--- src/rtl/cache_fill_fsm_if.sv ---
// Signal bundle between the block-refill controller and its surroundings:
// the cache lookup (miss request), main memory (issue/return) and the
// cache data/tag arrays (write strobes).
// master = refill controller side, slave = cache/memory side.
interface cache_fill_fsm_if #(
  parameter int AWIDTH          = 16,
  parameter int DWIDTH          = 16,
  parameter int WORDS_PER_BLOCK = 8
);
  localparam int OW = $clog2(WORDS_PER_BLOCK);

  logic              miss_detected;
  logic [AWIDTH-1:0] miss_address;
  logic              fsm_busy;
  logic              mem_read_en;
  logic [AWIDTH-1:0] memory_address;
  logic              memory_data_valid;
  logic [DWIDTH-1:0] memory_data;
  logic              write_data_array;
  logic [OW-1:0]     fill_word_offset;
  logic [DWIDTH-1:0] fill_data;
  logic              write_tag_array;
  logic              fill_done;

  modport master (
    input  miss_detected, miss_address, memory_data_valid, memory_data,
    output fsm_busy, mem_read_en, memory_address, write_data_array,
           fill_word_offset, fill_data, write_tag_array, fill_done
  );

  modport slave (
    output miss_detected, miss_address, memory_data_valid, memory_data,
    input  fsm_busy, mem_read_en, memory_address, write_data_array,
           fill_word_offset, fill_data, write_tag_array, fill_done
  );
endinterface

--- src/rtl/cache_fill_fsm.sv ---
// cache_fill_fsm: block-refill controller between the cache arrays and the
// pipelined main memory. On a miss it issues one read per cycle for every
// word of the block, writes each returned word into the data array and
// writes the tag together with the last word. fsm_busy stalls the pipeline.
//
// Optional feature macro: CACHE_FILL_CRITICAL_FIRST_EN
//   defined   -> words are issued/returned starting at the missing word
//                (critical word first), wrapping around the block;
//   undefined -> words are issued/returned in order 0..WORDS_PER_BLOCK-1.
// Cycle timing is identical in both builds.
module cache_fill_fsm #(
  parameter int AWIDTH          = 16,
  parameter int DWIDTH          = 16,
  parameter int WORDS_PER_BLOCK = 8,
  parameter int MEM_LATENCY     = 4
) (
  input logic             clk,
  input logic             rst,
  cache_fill_fsm_if.master bus
);
  localparam int OW = $clog2(WORDS_PER_BLOCK);
  localparam int BW = AWIDTH - OW - 1;  // block-number bits above the byte-in-block field
  localparam logic [OW-1:0] OFS_ONE  = {{(OW-1){1'b0}}, 1'b1};
  localparam logic [OW-1:0] OFS_LAST = OW'(WORDS_PER_BLOCK - 1);

  typedef enum logic [0:0] {
    IDLE = 1'b0,
    FILL = 1'b1
  } state_t;

  state_t                 state_r;
  logic [BW-1:0]          block_r;       // captured block number (base >> log2(block bytes))
  logic [OW-1:0]          first_word_r;  // word issued first; always 0 without the feature
  logic [OW-1:0]          issue_cnt_r;
  logic [OW-1:0]          ret_cnt_r;
  logic [MEM_LATENCY-1:0] expect_r;      // one bit per in-flight issue, oldest at the top
  logic                   fsm_busy_r;
  logic                   mem_read_en_r;
  logic [AWIDTH-1:0]      memory_address_r;

  logic [BW-1:0]     miss_block_s;
  logic [OW-1:0]     miss_word_s;
  logic              unused_addr_bits_s;
  logic              accept_s;
  logic              last_ret_s;
  logic [OW-1:0]     ret_offset_s;
  logic [OW-1:0]     next_offset_s;
  logic [DWIDTH-1:0] fill_data_s;

  // Byte address of a word inside a block; the offset field cannot carry
  // into the block number, so the top block wraps within itself.
  function automatic logic [AWIDTH-1:0] block_addr(input logic [BW-1:0] blk,
                                                   input logic [OW-1:0] offset);
    block_addr = {blk, offset, 1'b0};
  endfunction

  assign miss_block_s = bus.miss_address[AWIDTH-1:OW+1];
`ifdef CACHE_FILL_CRITICAL_FIRST_EN
  assign miss_word_s = bus.miss_address[OW:1];
`else
  assign miss_word_s = {OW{1'b0}};
`endif
  // Byte-in-block bits only matter for the critical-word build.
  assign unused_addr_bits_s = ^bus.miss_address[OW:0];

  // Accept a return only if an issue is due this cycle; flag the last word.
  always_comb begin
    accept_s      = 1'b0;
    last_ret_s    = 1'b0;
    ret_offset_s  = first_word_r + ret_cnt_r;
    next_offset_s = first_word_r + issue_cnt_r + OFS_ONE;
    if ((state_r == FILL) && expect_r[MEM_LATENCY-1] && bus.memory_data_valid) begin
      accept_s   = 1'b1;
      last_ret_s = (ret_cnt_r == OFS_LAST);
    end else begin
      accept_s   = 1'b0;
      last_ret_s = 1'b0;
    end
  end

  // Fill sequencer: state, counters, return tracker and registered bus outputs.
  always_ff @(posedge clk) begin
    if (rst) begin
      state_r          <= IDLE;
      block_r          <= {BW{1'b0}};
      first_word_r     <= {OW{1'b0}};
      issue_cnt_r      <= {OW{1'b0}};
      ret_cnt_r        <= {OW{1'b0}};
      expect_r         <= {MEM_LATENCY{1'b0}};
      fsm_busy_r       <= 1'b0;
      mem_read_en_r    <= 1'b0;
      memory_address_r <= {AWIDTH{1'b0}};
    end else begin
      expect_r <= (expect_r << 1'b1) | MEM_LATENCY'(mem_read_en_r);
      case (state_r)
        IDLE: begin
          if (bus.miss_detected) begin
            state_r          <= FILL;
            block_r          <= miss_block_s;
            first_word_r     <= miss_word_s;
            issue_cnt_r      <= {OW{1'b0}};
            ret_cnt_r        <= {OW{1'b0}};
            fsm_busy_r       <= 1'b1;
            mem_read_en_r    <= 1'b1;
            memory_address_r <= block_addr(miss_block_s, miss_word_s);
          end else begin
            state_r <= IDLE;
          end
        end
        FILL: begin
          if (mem_read_en_r) begin
            issue_cnt_r <= issue_cnt_r + OFS_ONE;
            if (issue_cnt_r == OFS_LAST) begin
              mem_read_en_r    <= 1'b0;
              memory_address_r <= {AWIDTH{1'b0}};
            end else begin
              memory_address_r <= block_addr(block_r, next_offset_s);
            end
          end
          if (accept_s) begin
            ret_cnt_r <= ret_cnt_r + OFS_ONE;
          end
          if (last_ret_s) begin
            state_r    <= IDLE;
            fsm_busy_r <= 1'b0;
          end
        end
        default: begin
          state_r       <= IDLE;
          fsm_busy_r    <= 1'b0;
          mem_read_en_r <= 1'b0;
        end
      endcase
    end
  end

  assign fill_data_s          = bus.memory_data;
  assign bus.fill_data        = fill_data_s;
  assign bus.fsm_busy         = fsm_busy_r;
  assign bus.mem_read_en      = mem_read_en_r;
  assign bus.memory_address   = memory_address_r;
  assign bus.write_data_array = accept_s;
  assign bus.fill_word_offset = accept_s ? ret_offset_s : {OW{1'b0}};
  assign bus.write_tag_array  = last_ret_s;
  assign bus.fill_done        = last_ret_s;
endmodule
--- src/flat_wrapper.sv ---
// flat-port wrapper written by rule: the top's interface ports become plain ports
module cache_fill_fsm_flat 
#(
  parameter int AWIDTH          = 16,
  parameter int DWIDTH          = 16,
  parameter int WORDS_PER_BLOCK = 8,
  parameter int MEM_LATENCY     = 4
)
  (clk, rst, bus_miss_detected, bus_miss_address, bus_memory_data_valid, bus_memory_data, bus_fsm_busy, bus_mem_read_en, bus_memory_address, bus_write_data_array, bus_fill_word_offset, bus_fill_data, bus_write_tag_array, bus_fill_done);
  cache_fill_fsm_if #(.AWIDTH(AWIDTH), .DWIDTH(DWIDTH), .WORDS_PER_BLOCK(WORDS_PER_BLOCK)) bus_i ();
  input logic clk;
  input logic rst;
  input wire logic [$bits(bus_i.miss_detected)-1:0] bus_miss_detected;
  input wire logic [$bits(bus_i.miss_address)-1:0] bus_miss_address;
  input wire logic [$bits(bus_i.memory_data_valid)-1:0] bus_memory_data_valid;
  input wire logic [$bits(bus_i.memory_data)-1:0] bus_memory_data;
  output wire logic [$bits(bus_i.fsm_busy)-1:0] bus_fsm_busy;
  output wire logic [$bits(bus_i.mem_read_en)-1:0] bus_mem_read_en;
  output wire logic [$bits(bus_i.memory_address)-1:0] bus_memory_address;
  output wire logic [$bits(bus_i.write_data_array)-1:0] bus_write_data_array;
  output wire logic [$bits(bus_i.fill_word_offset)-1:0] bus_fill_word_offset;
  output wire logic [$bits(bus_i.fill_data)-1:0] bus_fill_data;
  output wire logic [$bits(bus_i.write_tag_array)-1:0] bus_write_tag_array;
  output wire logic [$bits(bus_i.fill_done)-1:0] bus_fill_done;
  assign bus_i.miss_detected = bus_miss_detected;
  assign bus_i.miss_address = bus_miss_address;
  assign bus_i.memory_data_valid = bus_memory_data_valid;
  assign bus_i.memory_data = bus_memory_data;
  assign bus_fsm_busy = bus_i.fsm_busy;
  assign bus_mem_read_en = bus_i.mem_read_en;
  assign bus_memory_address = bus_i.memory_address;
  assign bus_write_data_array = bus_i.write_data_array;
  assign bus_fill_word_offset = bus_i.fill_word_offset;
  assign bus_fill_data = bus_i.fill_data;
  assign bus_write_tag_array = bus_i.write_tag_array;
  assign bus_fill_done = bus_i.fill_done;
  cache_fill_fsm #(.AWIDTH(AWIDTH), .DWIDTH(DWIDTH), .WORDS_PER_BLOCK(WORDS_PER_BLOCK), .MEM_LATENCY(MEM_LATENCY)) u_core (.clk(clk), .rst(rst), .bus(bus_i));
endmodule
--- config.mk ---
export PLATFORM = sky130hd
export DESIGN_NAME = cache_fill_fsm_flat
export DESIGN_NICKNAME = d
export VERILOG_FILES = /design/src/rtl/cache_fill_fsm_if.sv /design/src/rtl/cache_fill_fsm.sv /design/src/flat_wrapper.sv
export SDC_FILE = /design/constraint.sdc
export NUM_CORES = 1
export LEC_CHECK = 0
export CAP_MARGIN = 0
export CELL_PAD_IN_SITES_DETAIL_PLACEMENT = 2
export CELL_PAD_IN_SITES_GLOBAL_PLACEMENT = 2
export CORE_ASPECT_RATIO = 1.2
export CORE_MARGIN = 4
export CORE_UTILIZATION = 23
export DETAILED_ROUTE_END_ITERATION = 10
export PLACE_DENSITY = 0.77
export SYNTH_ARGS = -nofsm -noshare
export SYNTH_HDL_FRONTEND = slang
export SYNTH_SLANG_ARGS = --single-unit
export TNS_END_PERCENT = 10
--- constraint.sdc ---
create_clock -name clk -period 1.8 [get_ports clk]
set_clock_uncertainty 0.15 [all_clocks]
set_input_delay 0.45 -clock clk [delete_from_list [all_inputs] [get_ports clk]]
set_output_delay 0.45 -clock clk [all_outputs]
set_load 0.03 [all_outputs]
== Yosys cells after proc, flatten, opt, wreduce, memory -nomap -nowiden ==
Index checks and enable logic that the tools add are counted.

* Add/subtract/negate cells: 2
* $mul: 0
* Divide/modulo/power cells: 0
* Magnitude comparators: 0
* Equality and inequality tests: 6
* Shift operators: 0
* Multiplexer cells: 21
* Bitwise operators: 2
* Reductions and logical operators: 6

{| class="wikitable"
|+ Operator list
! kind !! number
|-
| 16-bit 2-to-1 mux || 3
|-
| 16-bit case mux with 2 select lines || 1
|-
| 3-bit 2-to-1 mux || 4
|-
| 3-bit case mux with 2 select lines || 2
|-
| 1-bit 2-to-1 mux || 8
|-
| 2-bit != test (second input constant) || 4
|-
| 2-bit AND reduction || 4
|-
| 3-bit by 1-bit adder with 3-bit output (second input constant) || 2
|-
| 3-bit equality test (second input constant) || 2
|-
| 1-bit case mux with 2 select lines || 3
|-
| 4-bit by 1-bit OR with 4-bit output || 1
|-
| 1-bit logical AND || 2
|-
| 1-bit NOT || 1
|}

* Register bits: 41
* Bits in latches: 0
* Memory bits (writable): 0
* ROM bits: 0
* Input port bits: 36
* Output and inout bits: 40
* Memories kept: 0

== Depth between registers and ports, before layout ==
Gate-level depths: netlist of run 1.

* Word-level depth: 5
* Depth in mapped cells: 6
* Mapped depth without buffers: 5

== Worst setup path after synthesis of run 1 ==
OpenSTA, ideal clock, no wires.

* Kind: input port to output port
* From: input port bus_memory_data_valid
* To: output port bus_write_tag_array
* Arrival time: 1.361 ns
* Data required time: 1.200 ns
* Slack: -0.161 ns
* Stages: 4
* Path buffers: 1
* Cells stage by stage: nand3_1 -> inv_2 -> and2_1 -> buf_4

* Word-level cells in the longest chain between the ends: 2

{| class="wikitable"
|+ RTL lines
! item !! line !! RTL
|-
| start: declaration || flat_wrapper.sv:15 || <nowiki>input wire logic [$bits(bus_i.memory_data_valid)-1:0] bus_memory_data_valid;</nowiki>
|-
| 1-bit logical AND || cache_fill_fsm.sv:72 || <nowiki>if ((state_r == FILL) && expect_r[MEM_LATENCY-1] && bus.memory_data_valid) begin</nowiki>
|-
| 1-bit 2-to-1 mux || cache_fill_fsm.sv:72 ||
|-
| end: declaration || flat_wrapper.sv:23 || <nowiki>output wire logic [$bits(bus_i.write_tag_array)-1:0] bus_write_tag_array;</nowiki>
|}

No other way between the ends.

== Final worst setup path of run 1 ==
* From: register u_core.ret_cnt_r[0]
* To: output port bus_write_tag_array

* Word-level cells in the longest chain between the ends: 2

{| class="wikitable"
|+ RTL lines
! item !! line !! RTL
|-
| start: declaration || cache_fill_fsm.sv:35 || <nowiki>logic [OW-1:0] ret_cnt_r;</nowiki>
|-
| start signal: assignment || cache_fill_fsm.sv:88 || <nowiki>ret_cnt_r <= {OW{1'b0}};</nowiki>
|-
| start signal: assignment || cache_fill_fsm.sv:102 || <nowiki>ret_cnt_r <= {OW{1'b0}};</nowiki>
|-
| start signal: assignment || cache_fill_fsm.sv:121 || <nowiki>ret_cnt_r <= ret_cnt_r + OFS_ONE;</nowiki>
|-
| 3-bit equality test || cache_fill_fsm.sv:74 || <nowiki>last_ret_s = (ret_cnt_r == OFS_LAST);</nowiki>
|-
| 1-bit 2-to-1 mux || cache_fill_fsm.sv:72 ||
|}

No other way between the ends.

==> results by group, run 1 <==
Outcome
  – Status: finished, violations left
  – Failing checks: negative setup slack

Floorplan
  – Die Width: around 87 um
  – Die area: approximately 8900 um2
  – Number of I/O pins: 76
  – Core outline area: 7230 um2
  – Initial Util: 23.7%
  – Die Ht: 103 um
  – Core Rows: 34

Pwr
  – Cell Int Power: around 1.4 mW
  – Leak pwr: 0.977 nW
  – Combinational Power Share: about 18%
  – Worst vdd ir: 0.000265 V
  – Clock power frac: 32.7%
  – Sw frac: 27.5%
  – Total chip power: 1.90 mW
  – Flop pwr share: 49.4%
  – PwrDens: ~830 nW/um2
  – NetSw: 523 uW

Drt
  – Via count: 1,445
  – DRC: 0
  – Antenna Violating Nets Remaining: 0
  – Initial DRC Count: 50
  – WL per Instance: 14.1 um
  – DRT Pass-1 Iters: 3
  – Final WL: 4.58 mm
  – DR vias/cell: 4.45

CTS
  – Clk pin slew, worst setup/hold paths: about 0.08 ns
  – H-tree depth: 2
  – CTS Root Cell: clkbuf_8
  – Clock sink count: 39
  – CTS tree: built
  – Num CTS Buffers: 5
  – Maximum clock path buffer count: 2
  – Worst-Skew Late Latency: 0.29 ns

Cells and area
  – Fillers: 840
  – Multi-input gate area: 754 um2
  – Layout cells sized above 1: 20.0%
  – FF/Latch Area: a little under 800 um2
  – Final core occ: 31.9%
  – Nets: about 270
  – ANT cells: 0
  – Area delta synth->final: 34.6%

Logic synthesis
  – Syn nets: 242
  – Synth Area per Inst: 8.48 um2
  – Synth Instances: 202
  – Distinct cells, synth: 24
  – Total number of yosys warnings: 0
  – Sequential cell area fraction in the yosys report: 45.6%
  – Mapped Area: between 1500 and 2000 um2
  – Flops & latches, synth: 39

Critical path
  – Critical path peak fanout: 2
  – Worst Path Buf+Inv: 1
  – CP Capture Type: primary output
  – Worst setup SP type: flip-flop
  – Required @ worst endpoint: 1.20 ns
  – Crit Path Class: reg -> out
  – Worst Path Arrival: 1.22 ns
  – Max stage delay cell, worst path: dfxtp_2
  – Critical Path Most Common Cell: ha_4
  – R2R setup slack: 0.13 ns
  – Worst path cell trace: ha_4 -> ha_4 -> and2_4 -> buf_6
  – Crit-path leading delay family: flip-flops
  – Max incr delay on CP: 0.34 ns

Timing
  – Final setup viols: 2
  – Hold WS: 0.304 ns
  – Tmin final: 1.82 ns
  – Fin Setup TNS: -0.0349 ns
  – Final hold vios: 0
  – RSZ-0062 raised after global routing: yes
  – Max Clk Rate: about 550 MHz
  – Final WS setup: -0.0189 ns
  – Final Max Tran Viols: 0
  – Crit share post-route: 101%

GRT
  – Largest net degree at the start of global routing: 25
  – Antenna violations before repair: 0
  – Vias in the first global route: 1,569
  – GRT Util Overall: 11.0%
  – First-pass GRT wire length: 7.56 mm
  – GRT overflow: 0

Worst hold path
  – Hold Crit Class: reg -> reg

Job
  – MaxCap Viol Count: 0

Place
  – Final Wtd Congestion: 0.698
  – Pre-CTS WS: -0.272 ns
  – DPL Wire Length: 3.31 mm
  – Port buffer count: 38
-- path summary, 6_finish.rpt --
path                                      startpoint                                         to  cells past startpoint
setup / recovery    u_core.ret_cnt_r[0]$_SDFFE_PP0P_                        bus_write_tag_array                      4
hold / removal         u_core.expect_r[1]$_SDFF_PP0_              u_core.expect_r[2]$_SDFF_PP0_                      1
setup reg to reg  u_core.issue_cnt_r[0]$_SDFFE_PP0P_  u_core.bus.memory_address[9]$_SDFFE_PP0P_                      6
hold reg to reg        u_core.expect_r[1]$_SDFF_PP0_              u_core.expect_r[2]$_SDFF_PP0_                      1
-- cell usage after synthesis, drive strengths merged --
library cell | instances | area share [%]
nor2b | 17 | 6.4
buf | 28 | 12
dfxtp | 39 | 46
conb | 1 | 0.22
nand4b | 1 | 0.51
a21oi | 18 | 5.3
nand2b | 2 | 0.73
clkbuf | 4 | 0.88
nor3 | 12 | 3.5
mux2 | 2 | 1.8
mux2i | 1 | 0.58
nand2 | 29 | 6.4
nand3 | 4 | 1.2
and2 | 4 | 1.5
o22ai | 12 | 4.4
nor2 | 18 | 4.1
a32oi | 3 | 1.5
o21a | 2 | 0.88
ha | 4 | 2.9
inv | 1 | 0.22
-- metrics by stage --
| step | instances | cell area (um2) |
|---|---|---|
| 6_report | 325 | 2300 |
| 5_1_grt | 325 | 2300 |
| 4_1_cts | 324 | 2290 |
| 3_5_place_dp | 313 | 2140 |
| 3_3_place_gp | 313 | 2140 |
| 2_1_floorplan | 202 | 1720 |
-- per-layer routing --
metal  global-route usage (%)  routed length [um]  part of all wire (%)
met1                     12.3                1900                    41
met2                     19.2                2320                    51
met3                     4.00                 294                   6.4
met4                     3.72                  62                   1.4
met5                        0                   0                     0
-- placed cells by master, fill, tap and decap left out, drive strengths merged --
master         count
dfxtp             39
nor2b             17
clkbuf             7
clkinv             1
nand4b             1
o21a               2
nor2              18
a32oi              3
mux2i              1
and2               4
buf               26
nand2             29
clkdlybuf4s50     14
nand3              4
nor3              12
inv                1
nand2b             2
mux2               2
ha                 4
dlygate4sd2       17
o22ai             12
conb               1
a21oi             18
-- registers in the layout (all words and copies together), names as in the netlist --
name,count
u_core.block_r,12
u_core.bus.fsm_busy,1
u_core.ret_cnt_r,3
u_core.state_r,1
u_core.bus.memory_address,15
u_core.bus.mem_read_en,1
u_core.expect_r,4
u_core.issue_cnt_r,2
-- final cells by class --
class / instances / area share, %
clock inverters: 1 / 0.380
clock buffers: 7 / 3.75
well taps: 90 / 4.89
multi-input cells: 130 / 32.7
flip-flops and latches: 39 / 34.0
repair buffers: 57 / 24.0
inverters: 1 / 0.271
-- logic make-up (layout without fill, tap and decap cells) --
family | after synthesis | in the layout | synth area share [%]
AOI/OAI and AO/OA | 35 | 35 | 12.1
adders and majority gates | 4 | 4 | 2.92
buffers and inverters | 33 | 66 | 12.7
DFF | 39 | 39 | 45.6
muxes | 3 | 3 | 2.34
other | 1 | 1 | 0.219
and+or+nand+nor | 87 | 87 | 24.2
-- power by group through the flow --
stage	logic, mW	clock network (mW)	registers, mW
global placement	0.356	0	0.960
detailed placement	0.363	0	0.964
CTS	0.347	0.651	0.943
floorplan	0.208	0	1.01
finish	0.340	0.623	0.941
global route	0.375	0.690	0.949
-- worst reg2reg max path, delay by kind of cell (launching register included) --
family	cells	cell delay [ns]
AO/OA/AOI/OAI	1	0.09
AND/OR/NAND/NOR	2	0.35
flip-flops	1	0.36
buffers and inverters	1	0.19
adder cells (fa/ha/maj)	2	0.43
-- timing repair --
action	in CTS	in global routing
cloned	0	0
gates resized for setup	30	2
pin swaps	3	2
setup buffers	3	1
hold buffers	0	0
setup endpoints to repair	22	4
Note: power is estimated with default switching activity, not from simulation.
==> inputs of run 2 (changes only) <==
--- a/config.mk
+++ b/config.mk
@@ -12,7 +12,7 @@
 export CORE_MARGIN = 4
 export CORE_UTILIZATION = 23
 export DETAILED_ROUTE_END_ITERATION = 10
-export PLACE_DENSITY = 0.77
+export PLACE_DENSITY = 0.87
 export SYNTH_ARGS = -nofsm -noshare
 export SYNTH_HDL_FRONTEND = slang
 export SYNTH_SLANG_ARGS = --single-unit
==> constraint.sdc (replaced) <==
create_clock -name clk -period 1.8 [get_ports clk]
set_clock_uncertainty 0.15 [all_clocks]
set_input_delay 0.45 -clock clk [delete_from_list [all_inputs] [get_ports clk]]
set_output_delay 0.45 -clock clk [all_outputs]
set_load 0.02 [all_outputs]
==> run 2 against run 1 <==
  * The flow still finishes with violations (negative setup slack)
  * Via count is 2.4% higher
  * Non-clock buffer count is 6 higher
  * Worst setup slack worse by 0.011 ns
  * Critical path type unchanged
  * Cell count is 1.8% higher
  * Register-to-register slack hardly changed
  * Largest cell class unchanged
  * Power is 6.2% higher
  * Routed wire length is 9.2% higher
  * Die area stayed put
  * Combinational power is 5% lower
==> results by group, run 2 (synthesis results as in run 1) <==
CTS
  – Num CTS Buffers: 5
  – Cts hold-fix bufs: 0
  – Maximum clock path buffer count: 2
  – H-tree depth: 2
  – Worst-Skew Late Latency: between 0.2 and 0.3 ns
  – CTS tree: built
  – Clk pin slew, worst setup/hold paths: around 0.080 ns
  – Clock sink count: 39
  – CTS Root Cell: clkbuf_8

Outcome
  – Status: finished, violations left
  – Failing checks: negative setup slack

Critical path
  – Required @ worst endpoint: between 1 and 1.5 ns
  – Crit Path Class: reg -> out
  – Critical path peak fanout: 2
  – CP Capture Type: primary output
  – Worst Path Arrival: roughly 1.2 ns
  – Worst setup SP type: flip-flop
  – R2R setup slack: between 0.1 and 0.15 ns

Cells and area
  – Fillers: 840
  – Max reg flops: 15
  – Leading cell types in the layout, fill and taps excluded: dfxtp_1, nand2_1, buf_4
  – Most common cell after layout, fill and taps aside: dfxtp_1
  – Layout cells sized above 1: 21.2%
  – Nets: between 200 and 300
  – ANT cells: 0
  – Multi-input gate area: 749 um2
  – Area delta synth->final: 37.7%
  – FF/Latch Area: 783 um2

Timing
  – Final WS setup: -0.0296 ns
  – Final Max Tran Viols: 0
  – RSZ-0062 raised after global routing: yes
  – Final setup viols: 2
  – Crit share post-route: 102%
  – Tmin final: 1.83 ns
  – Max Clk Rate: 547 MHz
  – Fin Setup TNS: -0.0588 ns
  – Final hold vios: 0

Drt
  – Initial DRC Count: 44
  – Final WL: 5.00 mm
  – WL per Instance: 15.1 um
  – Antenna Violating Nets Remaining: 0
  – DRC: 0
  – DRT Pass-1 Iters: 4
  – Via count: 1,480
  – DR vias/cell: roughly 4.5

Floorplan
  – Core outline area: 7230 um2
  – Die area: 8900 um2
  – Die Ht: 103 um
  – Number of I/O pins: 76
  – Initial Util: 23.7%
  – Core Rows: 34
  – Die Width: 86.8 um

Place
  – Final Wtd Congestion: 0.732
  – Port buffer count: 38
  – Pre-CTS WS: -0.693 ns
  – DPL Wire Length: 3.57 mm

Worst hold path
  – Hold Crit Class: reg -> reg

Pwr
  – Total chip power: 2.02 mW
  – Worst vdd ir: 0.000317 V
  – Leak pwr: slightly above 1 nW
  – PwrDens: 857 nW/um2

GRT
  – GRT Util Overall: 11.9%
  – Largest net degree at the start of global routing: 39
  – Vias in the first global route: 1,677
  – GRT overflow: 0
  – Antenna violations before repair: 0
  – First-pass GRT wire length: 8.27 mm

Job
  – MaxCap Viol Count: 0
## run 2: changes by cell type in the layout (fill, tap and decap cells not counted)
cell | before | now
and2_1 | 0 | 2
and2_4 | 4 | 2
buf_2 | 0 | 1
buf_4 | 17 | 23
buf_6 | 5 | 3
bufinv_16 | 0 | 1
clkbuf_1 | 1 | 0
clkinv_2 | 0 | 1
clkinv_4 | 1 | 0
dlygate4sd2_1 | 17 | 18
## run 2: worst paths after layout
check                                   start                               end  cells past startpoint
max          u_core.ret_cnt_r[1]$_SDFFE_PP0P_                     bus_fill_done                      4
min            u_core.block_r[3]$_SDFFE_PP0P_    u_core.block_r[3]$_SDFFE_PP0P_                      2
max reg2reg         u_core.state_r$_SDFF_PP0_  u_core.ret_cnt_r[2]$_SDFFE_PP0P_                      9
min reg2reg    u_core.block_r[3]$_SDFFE_PP0P_    u_core.block_r[3]$_SDFFE_PP0P_                      2
## run 2: what timing repair did
| action | CTS | global route |
|---|---|---|
| gates cloned | 0 | 0 |
| gates resized for setup | 59 | 1 |
| buffers inserted | 6 | 0 |
| setup endpoints to repair | 23 | 3 |
| pin swaps | 3 | 0 |
## run 2: metal layers
| metal | wire, um | global-route usage (%) | vias to the layer above |
|---|---|---|---|
| met3 | 242 | 2.64 | 6 |
| li1 | - | - | 728 |
| met1 | 2000 | 12.9 | 719 |
| met2 | 2710 | 23.0 | 27 |
| met5 | 0 | 0 | - |
| met4 | 42 | 2.88 | 0 |
## run 2: power breakdown
| group | internal (mW) | total [mW] | switching [mW] |
|---|---|---|---|
| clock network | 0.449 | 0.762 | 0.313 |
| registers | 0.913 | 0.937 | 0.0240 |
| logic | 0.150 | 0.322 | 0.171 |
| total | 1.51 | 2.02 | 0.509 |
## run 2: layout make-up
type	instances	area share (%)
Inverter	1	0.265
Multi-Input combinational cell	130	31.8
Tap cell	90	4.77
Clock inverter	2	1.49
Timing Repair Buffer	63	25.0
Clock buffer	6	3.50
Sequential cell	39	33.2
## run 2: critical path, cell delays in order (launching register included)
cell     delay [ns]
dfxtp_2        0.34
ha_4           0.16
ha_4           0.16
and2_4         0.16
buf_6          0.12
## run 2: metrics by stage
stage	hold slack [ns]	util, %	instances	cell area (um2)
after floorplan	0.264	-	202	1710
after global placement	0.271	30.2	317	2190
after detailed placement	0.298	30.2	317	2190
after CTS	0.313	32.6	331	2360
after global routing	0.323	32.6	331	2360
final	0.307	32.6	331	2360
==> inputs of run 3 (changes only) <==
--- a/config.mk
+++ b/config.mk
@@ -12,7 +12,7 @@
 export CORE_MARGIN = 4
 export CORE_UTILIZATION = 23
 export DETAILED_ROUTE_END_ITERATION = 10
-export PLACE_DENSITY = 0.87
+export PLACE_DENSITY_LB_ADDON = 0.1
 export SYNTH_ARGS = -nofsm -noshare
 export SYNTH_HDL_FRONTEND = slang
 export SYNTH_SLANG_ARGS = --single-unit
==> run 3 against run 2 <==
  * Clock-buffer cell count stayed put
  * Worst setup slack better by 0.011 ns
  * Global-route usage is 0.27 points higher
  * Register-to-register slack better by 0.10 ns
  * The run still ends with negative setup slack left
  * Largest power group unchanged
  * Via count is 1.7% higher
  * Cell count stayed put
  * Combinational power hardly changed
  * Non-clock buffer count stayed put
  * Maximum frequency is 0.61% higher
  * Power is 0.21% lower
  * Critical path type unchanged
==> results by group, run 3 (synthesis results as in run 1) <==
Cells and area
  – Count of non-filler cells in the finished layout: approximately 330
  – Leading cell types in the layout, fill and taps excluded: dfxtp_1, nand2_1, buf_4
  – Nets: 280
  – Fillers: approximately 840
  – FF/Latch Area: 785 um2
  – Final instance area: 2340 um2
  – Layout cells sized above 1: 21.2%
  – Final core occ: between 30% and 40%
  – Multi-input gate area: around 750 um2
  – Area delta synth->final: 36.7%
  – ANT cells: 0
  – Most common cell after layout, fill and taps aside: dfxtp_1
  – Max reg flops: 15

Place
  – Placed cell area: 2200 um2
  – DPL Wire Length: 3.79 mm
  – Final Wtd Congestion: ~0.71
  – Placed Cells: 321
  – Pre-CTS WS: -0.685 ns
  – Port buffer count: 38

Drt
  – WL per Instance: 15.2 um
  – Initial DRC Count: 57
  – Final WL: between 5 and 6 mm
  – DRT Pass-1 Iters: 2
  – Via count: approximately 1,500
  – DR vias/cell: 4.55
  – DRC: 0
  – Antenna Violating Nets Remaining: 0

Timing
  – Crit share post-route: 101%
  – Final setup viols: 2
  – Max Clk Rate: about 550 MHz
  – Final hold vios: 0
  – Tmin final: 1.82 ns
  – Hold WS: 0.293 ns
  – RSZ-0062 raised after global routing: yes
  – Final WS setup: -0.0184 ns
  – Final Max Tran Viols: 0
  – Fin Setup TNS: -0.0363 ns

CTS
  – Clk pin slew, worst setup/hold paths: around 0.080 ns
  – CTS Root Cell: clkbuf_8
  – Worst-Skew Late Latency: between 0.2 and 0.3 ns
  – CTS tree: built
  – Cts hold-fix bufs: 0
  – Maximum clock path buffer count: 2
  – Num CTS Buffers: 5
  – H-tree depth: 2
  – Clock sink count: 39

Critical path
  – CP Capture Type: primary output
  – Worst setup SP type: flip-flop
  – Crit Path Class: reg -> out
  – R2R setup slack: 0.22 ns
  – RR Startpoint: u_core.issue_cnt_r[0]$_SDFFE_PP0P_
  – Required @ worst endpoint: 1.20 ns
  – Reg2Reg Depth: 6
  – Worst Path Arrival: 1.22 ns
  – Reg-to-Reg End: u_core.bus.memory_address[7]$_SDFFE_PP0P_
  – Critical path peak fanout: 2
  – CP Launch Point: u_core.ret_cnt_r[0]$_SDFFE_PP0P_

Floorplan
  – Die Width: between 80 and 90 um
  – Die Ht: around 100 um
  – Number of I/O pins: 76
  – Core Rows: 34
  – Die area: 8900 um2
  – Initial Util: 23.7%
  – Core outline area: 7230 um2

Outcome
  – Failing checks: negative setup slack
  – Status: finished, violations left

Pwr
  – Worst vdd ir: approximately 0.00035 V
  – Leak pwr: 1.01 nW
  – PwrDens: ~860 nW/um2
  – Total chip power: between 2 and 2.5 mW

Worst hold path
  – Hold Crit Class: reg -> reg
  – Worst Hold Depth: 1
  – Hold EP: u_core.expect_r[2]$_SDFF_PP0_
  – Hold Path Origin: u_core.expect_r[1]$_SDFF_PP0_

Job
  – MaxCap Viol Count: 0

GRT
  – Vias in the first global route: 1,734
  – First-pass GRT wire length: approximately 8.4 mm
  – Antenna violations before repair: 0
  – GRT Util Overall: between 10% and 20%
  – Largest net degree at the start of global routing: 25
  – GRT overflow: 0
run 3: cell counts in the layout (fill, tap and decap cells not counted):
No cell type changed its count.
run 3: routing by layer:
metal  share of wire (%)  GRT usage (%)  vias to the layer above
met5                   0              0                        -
met4                 1.9           5.28                        0
met3                 4.9           3.52                       10
met2                  53           21.9                       31
met1                  41           13.1                      730
li1                    -              -                      734
run 3: area by class of cell:
type                            count  area share [%]
Sequential cell                    39            33.5
Multi-Input combinational cell    130            31.9
Timing Repair Buffer               63            24.6
Tap cell                           90            4.81
Clock buffer                        6            3.53
Clock inverter                      2            1.50
Inverter                            1           0.160
run 3: how the worst max path moves through the flow:
| stage | endpoint | slack, ns |
|---|---|---|
| 6_report | bus_write_tag_array | -0.02 |
| 5_1_grt | bus_write_tag_array | -0.07 |
| 4_1_cts | bus_write_tag_array | -0.03 |
| 3_5_place_dp | bus_write_tag_array | -0.68 |
| 3_3_place_gp | bus_fill_done | -0.66 |
| 2_1_floorplan | bus_write_tag_array | 0.05 |
run 3: power breakdown:
part,switching [mW],internal (mW)
registers,0.0234,0.914
logic,0.172,0.151
clock network,0.308,0.449
run 3: what timing repair did:
action | in CTS | in global routing
endpoints found under the setup margin | 23 | 6
resized for setup | 58 | 1
setup buffers | 1 | 1
pin swaps | 3 | 1
endpoints found under the hold margin | 0 | 0
run 3: worst max-delay path: stages, from the launching register on:
cell	delay (ns)
dfxtp_2	0.34
ha_4	0.16
ha_4	0.15
and2_4	0.16
buf_6	0.12
